--- src/rtl/su_config_loader.sv ---
// Serial configuration loader for a row of switch units: shifts a frame into a
// shadow register over a valid/ready handshake and commits it atomically to dir_con_bus.
module su_config_loader #(
    parameter int N_SU  = 4,
    parameter int CFG_W = 6
) (
    input  logic                   clk,
    input  logic                   rst,
    input  logic                   cfg_start,
    input  logic                   cfg_clear,
    input  logic                   cfg_valid,
    input  logic                   cfg_bit,
    output logic                   cfg_ready,
    output logic                   cfg_done,
    output logic                   cfg_abort,
    output logic                   busy,
    output logic [N_SU*CFG_W-1:0]  dir_con_bus
);

    localparam int FW = N_SU * CFG_W;
    localparam int CW = $clog2(FW + 1);
    localparam logic [CW-1:0] LAST_IDX = CW'(FW - 1);

    localparam logic [1:0] S_IDLE   = 2'd0;
    localparam logic [1:0] S_LOAD   = 2'd1;
    localparam logic [1:0] S_COMMIT = 2'd2;

    logic [1:0]    state;
    logic [1:0]    state_nxt;
    logic [FW-1:0] shadow;
    logic [FW-1:0] shadow_nxt;
    logic [FW-1:0] bus_nxt;
    logic [CW-1:0] count;
    logic [CW-1:0] count_nxt;
    logic          done_nxt;
    logic          abort_nxt;
    logic          accept;

    // cfg_ready is a register that mirrors state == LOAD, so it can gate the handshake directly.
    assign accept = cfg_valid && cfg_ready;

    always_comb begin
        state_nxt  = state;
        shadow_nxt = shadow;
        count_nxt  = count;
        bus_nxt    = dir_con_bus;
        done_nxt   = 1'b0;
        abort_nxt  = 1'b0;
        case (state)
            S_IDLE: begin
                if (cfg_start) begin
                    state_nxt  = S_LOAD;
                    shadow_nxt = '0;
                    count_nxt  = '0;
                end else if (cfg_clear) begin
                    bus_nxt = '0;
                end
            end
            S_LOAD: begin
                // A restart drops the partial frame, including any bit offered alongside it.
                if (cfg_start) begin
                    shadow_nxt = '0;
                    count_nxt  = '0;
                    abort_nxt  = 1'b1;
                end else if (accept) begin
                    shadow_nxt = {shadow[FW-2:0], cfg_bit};
                    count_nxt  = count + CW'(1);
                    if (count == LAST_IDX) begin
                        state_nxt = S_COMMIT;
                    end
                end
            end
            S_COMMIT: begin
                bus_nxt   = shadow;
                done_nxt  = 1'b1;
                state_nxt = S_IDLE;
            end
            default: begin
                state_nxt = S_IDLE;
            end
        endcase
    end

    // Status outputs are derived from the next state so they line up with it after the edge.
    always_ff @(posedge clk or posedge rst) begin
        if (rst) begin
            state       <= S_IDLE;
            shadow      <= '0;
            count       <= '0;
            dir_con_bus <= '0;
            cfg_ready   <= 1'b0;
            cfg_done    <= 1'b0;
            cfg_abort   <= 1'b0;
            busy        <= 1'b0;
        end else begin
            state       <= state_nxt;
            shadow      <= shadow_nxt;
            count       <= count_nxt;
            dir_con_bus <= bus_nxt;
            cfg_ready   <= (state_nxt == S_LOAD);
            cfg_done    <= done_nxt;
            cfg_abort   <= abort_nxt;
            busy        <= (state_nxt != S_IDLE);
        end
    end

endmodule

--- config.mk ---
export PLATFORM = sky130hd
export DESIGN_NAME = su_config_loader
export DESIGN_NICKNAME = d
export VERILOG_FILES = /design/src/rtl/su_config_loader.sv
export SDC_FILE = /design/constraint.sdc
export NUM_CORES = 1
export LEC_CHECK = 0
export ABC_AREA = 1
export ABC_CLOCK_PERIOD_IN_PS = 2900
export BUFFER_PORTS_ARGS = -buffer_cell sky130_fd_sc_hd__buf_2
export CAP_MARGIN = 5
export CORE_ASPECT_RATIO = 0.9
export CORE_MARGIN = 5
export CORE_UTILIZATION = 39
export CTS_CLUSTER_DIAMETER = 120
export CTS_CLUSTER_SIZE = 12
export DETAILED_ROUTE_END_ITERATION = 16
export MAX_ROUTING_LAYER = met4
export PLACE_DENSITY = 0.57
export SLEW_MARGIN = 40
export SYNTH_ARGS = -nofsm -noshare
export SYNTH_HDL_FRONTEND = slang
export SYNTH_SLANG_ARGS = --single-unit
--- constraint.sdc ---
create_clock -name clk -period 2.9 [get_ports clk]
set_input_delay 0.145 -clock clk [delete_from_list [all_inputs] [get_ports clk]]
set_output_delay 0.145 -clock clk [all_outputs]
set_load 0.02 [all_outputs]
; ---- Yosys cells after proc, flatten, opt, wreduce, memory -nomap -nowiden
; Index checks and enable logic that the tools add are counted.
[totals]
ff_bits = 59
in_bits = 6
[op_classes]
add_sub_neg = 1
eq_ne = 8
muxes = 19
n_reduce_logical = 7
[op_table]
columns = op, count
row1 = $mux W24, 5
row2 = $pmux W24 S2, 2
row3 = $mux W5, 3
row4 = $pmux W5 S2, 1
row5 = $mux W2, 4
row6 = $ne A2 B2 Y1 const B, 3
row7 = $reduce_and A3 Y1, 2
row8 = $reduce_bool A2 Y1, 3
row9 = $add A5 B1 Y5 const B, 1
row10 = $eq A5 B5 Y1 const B, 1
row11 = $eq A2 B1 Y1 const B, 2
row12 = $pmux W2 S2, 1
row13 = $mux W1, 3
row14 = $ne A3 B3 Y1 const B, 1
row15 = $eq A2 B2 Y1 const B, 1
row16 = $logic_not A2 Y1, 1
row17 = $logic_and A1 B1 Y1, 1

; ---- Logic depth before layout (Yosys ltp)
[depth]
ltp_word = 6
depth_mapped = 8

; ---- Worst setup path after synthesis
; OpenSTA, ideal clock, no wires.
[synth_timing]
path_type = reg2reg
from = register cfg_ready
to = register shadow[10]
t_arrival_ns = 1.027
required_ns = 2.781
setup_slack_ns = 1.754
path_stages_with_launch = 7
path_cell_list = dfrtp_1 -> nand2_1 -> nand2_2 -> nand2_4 -> buf_4 -> nand2_1 -> o21ai_2
[synth_between]
elab_chain_cells = 3
[synth_lines]
columns = item, line
row1 = from (decl), 13  ; output logic cfg_ready,
row2 = from (signal assigned), 100  ; cfg_ready <= (state_nxt == S_LOAD);
row3 = $logic_and A1 B1 Y1, 40  ; assign accept = cfg_valid && cfg_ready;
row4 = $ne A3 B3 Y1 (no source line), --
row5 = $reduce_and A3 Y1 (no source line), --
row6 = to (signal assigned), 97  ; shadow <= shadow_nxt;
row7 = to (decl), 30  ; logic [FW-1:0] shadow;
; No other way between the ends.
; A chain may end at the register's enable or synchronous reset.

; ---- Worst setup path after layout
[layout_timing]
from = register state[1]
to = register shadow[20]
[layout_between]
elab_chain_cells = 3
[layout_lines]
columns = item, line
row1 = from (decl), 28  ; logic [1:0] state;
row2 = from (signal assigned), 96  ; state <= state_nxt;
row3 = $eq A2 B1 Y1 / $logic_not A2 Y1 (equally long branches), 49  ; case (state)
row4 = $ne A3 B3 Y1 (no source line) (tied with other cells), --
row5 = $reduce_and A3 Y1 (no source line), --
; Several ways; a longest one is shown, not always the timed one.

==> impl_metrics.toml <==
[status]
status = "finished, final reports clean"

[setup_path]
crit_fanout = 53
cp.arrival_ns = 1.68
critPathSlowestCell = "nand2_4"
cpPeakStageDelay_ns = 0.48
crit_required_ns = 3.10
cp_cell_sequence = "inv_2 -> nand2_2 -> nand2_4 -> nand2_4 -> o21ai_0"
crit_path_start_kind = "flip-flop"
crit_path_end_kind = "flip-flop"
crit_type = "reg2reg"
cp_common_cell = "nand2_4"
reg2regPathDepth = 5

[global_route]
grt_max_degree = 54
grt_pass1_wl_um = 8220
antenna_found_initial = 0
grt_use_total_pct = 13.4
gr-total-overflow = 0
grt_pass1_vias = 1723

[sta]
grt_setup_unrepaired = "false"
fmax_mhz = 672
fin_hold_ws_ns = 0.0663
fin_skew_ns = 0.00903
slew_violations = 0
relSlewSlack_pct = 57.6
fin_setup_tns_ns = 0
hold_viol_final = 0
setup_violations = 0
worst_slew_pin_slew_ns = 0.636
fin_crit_sh_pct = 51.3
fin_crit_ns = 1.49

[place]
gp_congestion = 0.737
io_buffer_count = 33
dp_hpwl_um = 2990
placed_area_um2 = 2720

[logic_synthesis]
yosysWarnings = 0
synthTopCellsByArea = "dfrtp_1 (59%), nand2_1 (17%), o21ai_2 (7.6%)"
synth-seq-cells = 59
synth_top_area_share_pct = 58.6
synth_top_area_cell = "dfrtp_1"
syn_nets = 276
yosysSeqAreaShare_pct = 58.6
synth_cells = 269
syn_area_per_cell_um2 = 9.37
syn_area_um2 = 2520
yosys.cell_types.count = 20

[drt]
routed_via_density = 4.56
vias = 1806
drtIter0Drc = 108
wl_per_cell_um = 11.9
drtPass1Iterations = 4
drt_wl_total_um = 4720
drc_errors = 0
antenna_left = 0

[min_path]
min_path_type = "in2reg"
worstHoldPathCells = 3

[cells_and_area]
drive_above_1_share_pct = 27.5
seqCellArea_um2 = 1480
mostFrequentLayoutCells = "nand2_1 (113), dfrtp_1 (59), buf_2 (33), nand3_1 (27), o21ai_2 (22)"
nets = 311
fillCellCount = 646
final_common_cell = "nand2_1"
fin_area_um2 = 2960
multi_input_area_um2 = 910
syn2layout_area_growth_pct = 17.5
diodes = 0
final_util_pct = 47.6

[floorplan]
rows = 27
die_area_um2 = 8170
start_util_pct = 40.5
ios = 34
die_h_um = 86.3
fp.dieW_um = 94.7
core_area_um2 = 6220

[power_and_ir_drop]
p_leak_nw = 1.34
p_seq_share_pct = 48.2
power_frac_clock_pct = 48.3
powerDensity_nw_per_um2 = 585
intPower_mw = 1.35
total_power_mw = 1.73
power_switching_mw = 0.382
power_switching_share_pct = 22.1
peakVddDrop_mv = 0.360
p_comb_share_pct = 3.5

[cts]
cts_root_buffer = "clkbuf_8"
tritoncts = "yes"
clkTransAtPathRegs_ns = 0.07
post-cts-setup-buffer-count = 0
post_cts_resized = 0
h-tree-depth = 3
hold_buffers = 1
numCtsBuffers = 9
clock-sinks = 59
clk_latency_ns = 0.34
cts_buffer_depth = 2

[flow_run]
drv_cap = 0
stage by stage:
stage,worst slack (ns),std cells
finish,1.41,396
detailed placement,1.37,379
global placement,1.43,379
floorplan,1.30,269
global route,1.23,396
CTS,1.38,396
cell usage after synthesis (all sizes together):
cell    instances
nand3          28
xor2            1
ha              1
dfrtp          59
o21ai          27
buf            13
nand2         118
a21boi          2
inv            11
nor3            3
nor2            6
layout make-up:
type	instances	area share, %
flip-flops and latches	59	49.9
inverters	11	1.39
clock inverters	6	3.00
well taps	87	3.68
multi-input cells	186	30.7
repair buffers	37	6.68
clock buffers	10	4.65
flip-flops by register name (all words and copies together), names as in the netlist:
register	flops
dir_con_bus	24
cfg_done	1
cfg_ready	1
busy	1
state	2
cfg_abort	1
count	5
shadow	24
final timing paths:
path,startpoint,end,slack [ns]
max in group asynchronous,rst,busy,1.92
min in group asynchronous,rst,dir_con_bus[13],0.31
worst min-delay path,cfg_bit,shadow[0],0.07
worst max-delay path,state[1],shadow[20],1.41
worst max register to register,state[1],shadow[20],1.41
worst min register to register,state[1],state[1],0.47
power groups by stage:
stage               registers (mW)  logic [mW]  clock network, mW
CTS                          0.834      0.0636              0.861
floorplan                    0.850      0.0504                  0
detailed placement           0.850      0.0625                  0
finish                       0.835      0.0611              0.837
global route                 0.835      0.0707              0.898
global placement             0.850      0.0628                  0
cell families (layout without fill, tap and decap cells):
kind of cell / count (synthesis) / count (layout) / share of synthesized area, %
AND/OR/NAND/NOR: 155 / 155 / 26.0
flip-flops: 59 / 59 / 58.6
AO/OA/AOI/OAI: 29 / 29 / 9.23
XOR/XNOR: 1 / 1 / 0.348
adder cells (fa/ha/maj): 1 / 1 / 0.496
buffers and inverters: 24 / 64 / 5.31
metal layers:
metal / wire length, um / track usage [%] / vias up
li1: - / - / 941
met1: 2420 / 17.7 / 833
met2: 2100 / 19.7 / 30
met3: 185 / 5.21 / 2
met4: 23 / 2.75 / 0
met5: 0 / - / -
worst max-delay path: cells and delay by family, from the launching register on:
kind,cells,cell delay [ns]
flops,1,0.38
compound gates,1,0.19
buf+inv,1,0.06
simple gates,3,0.72
Power figures use the tool's default switching activity.
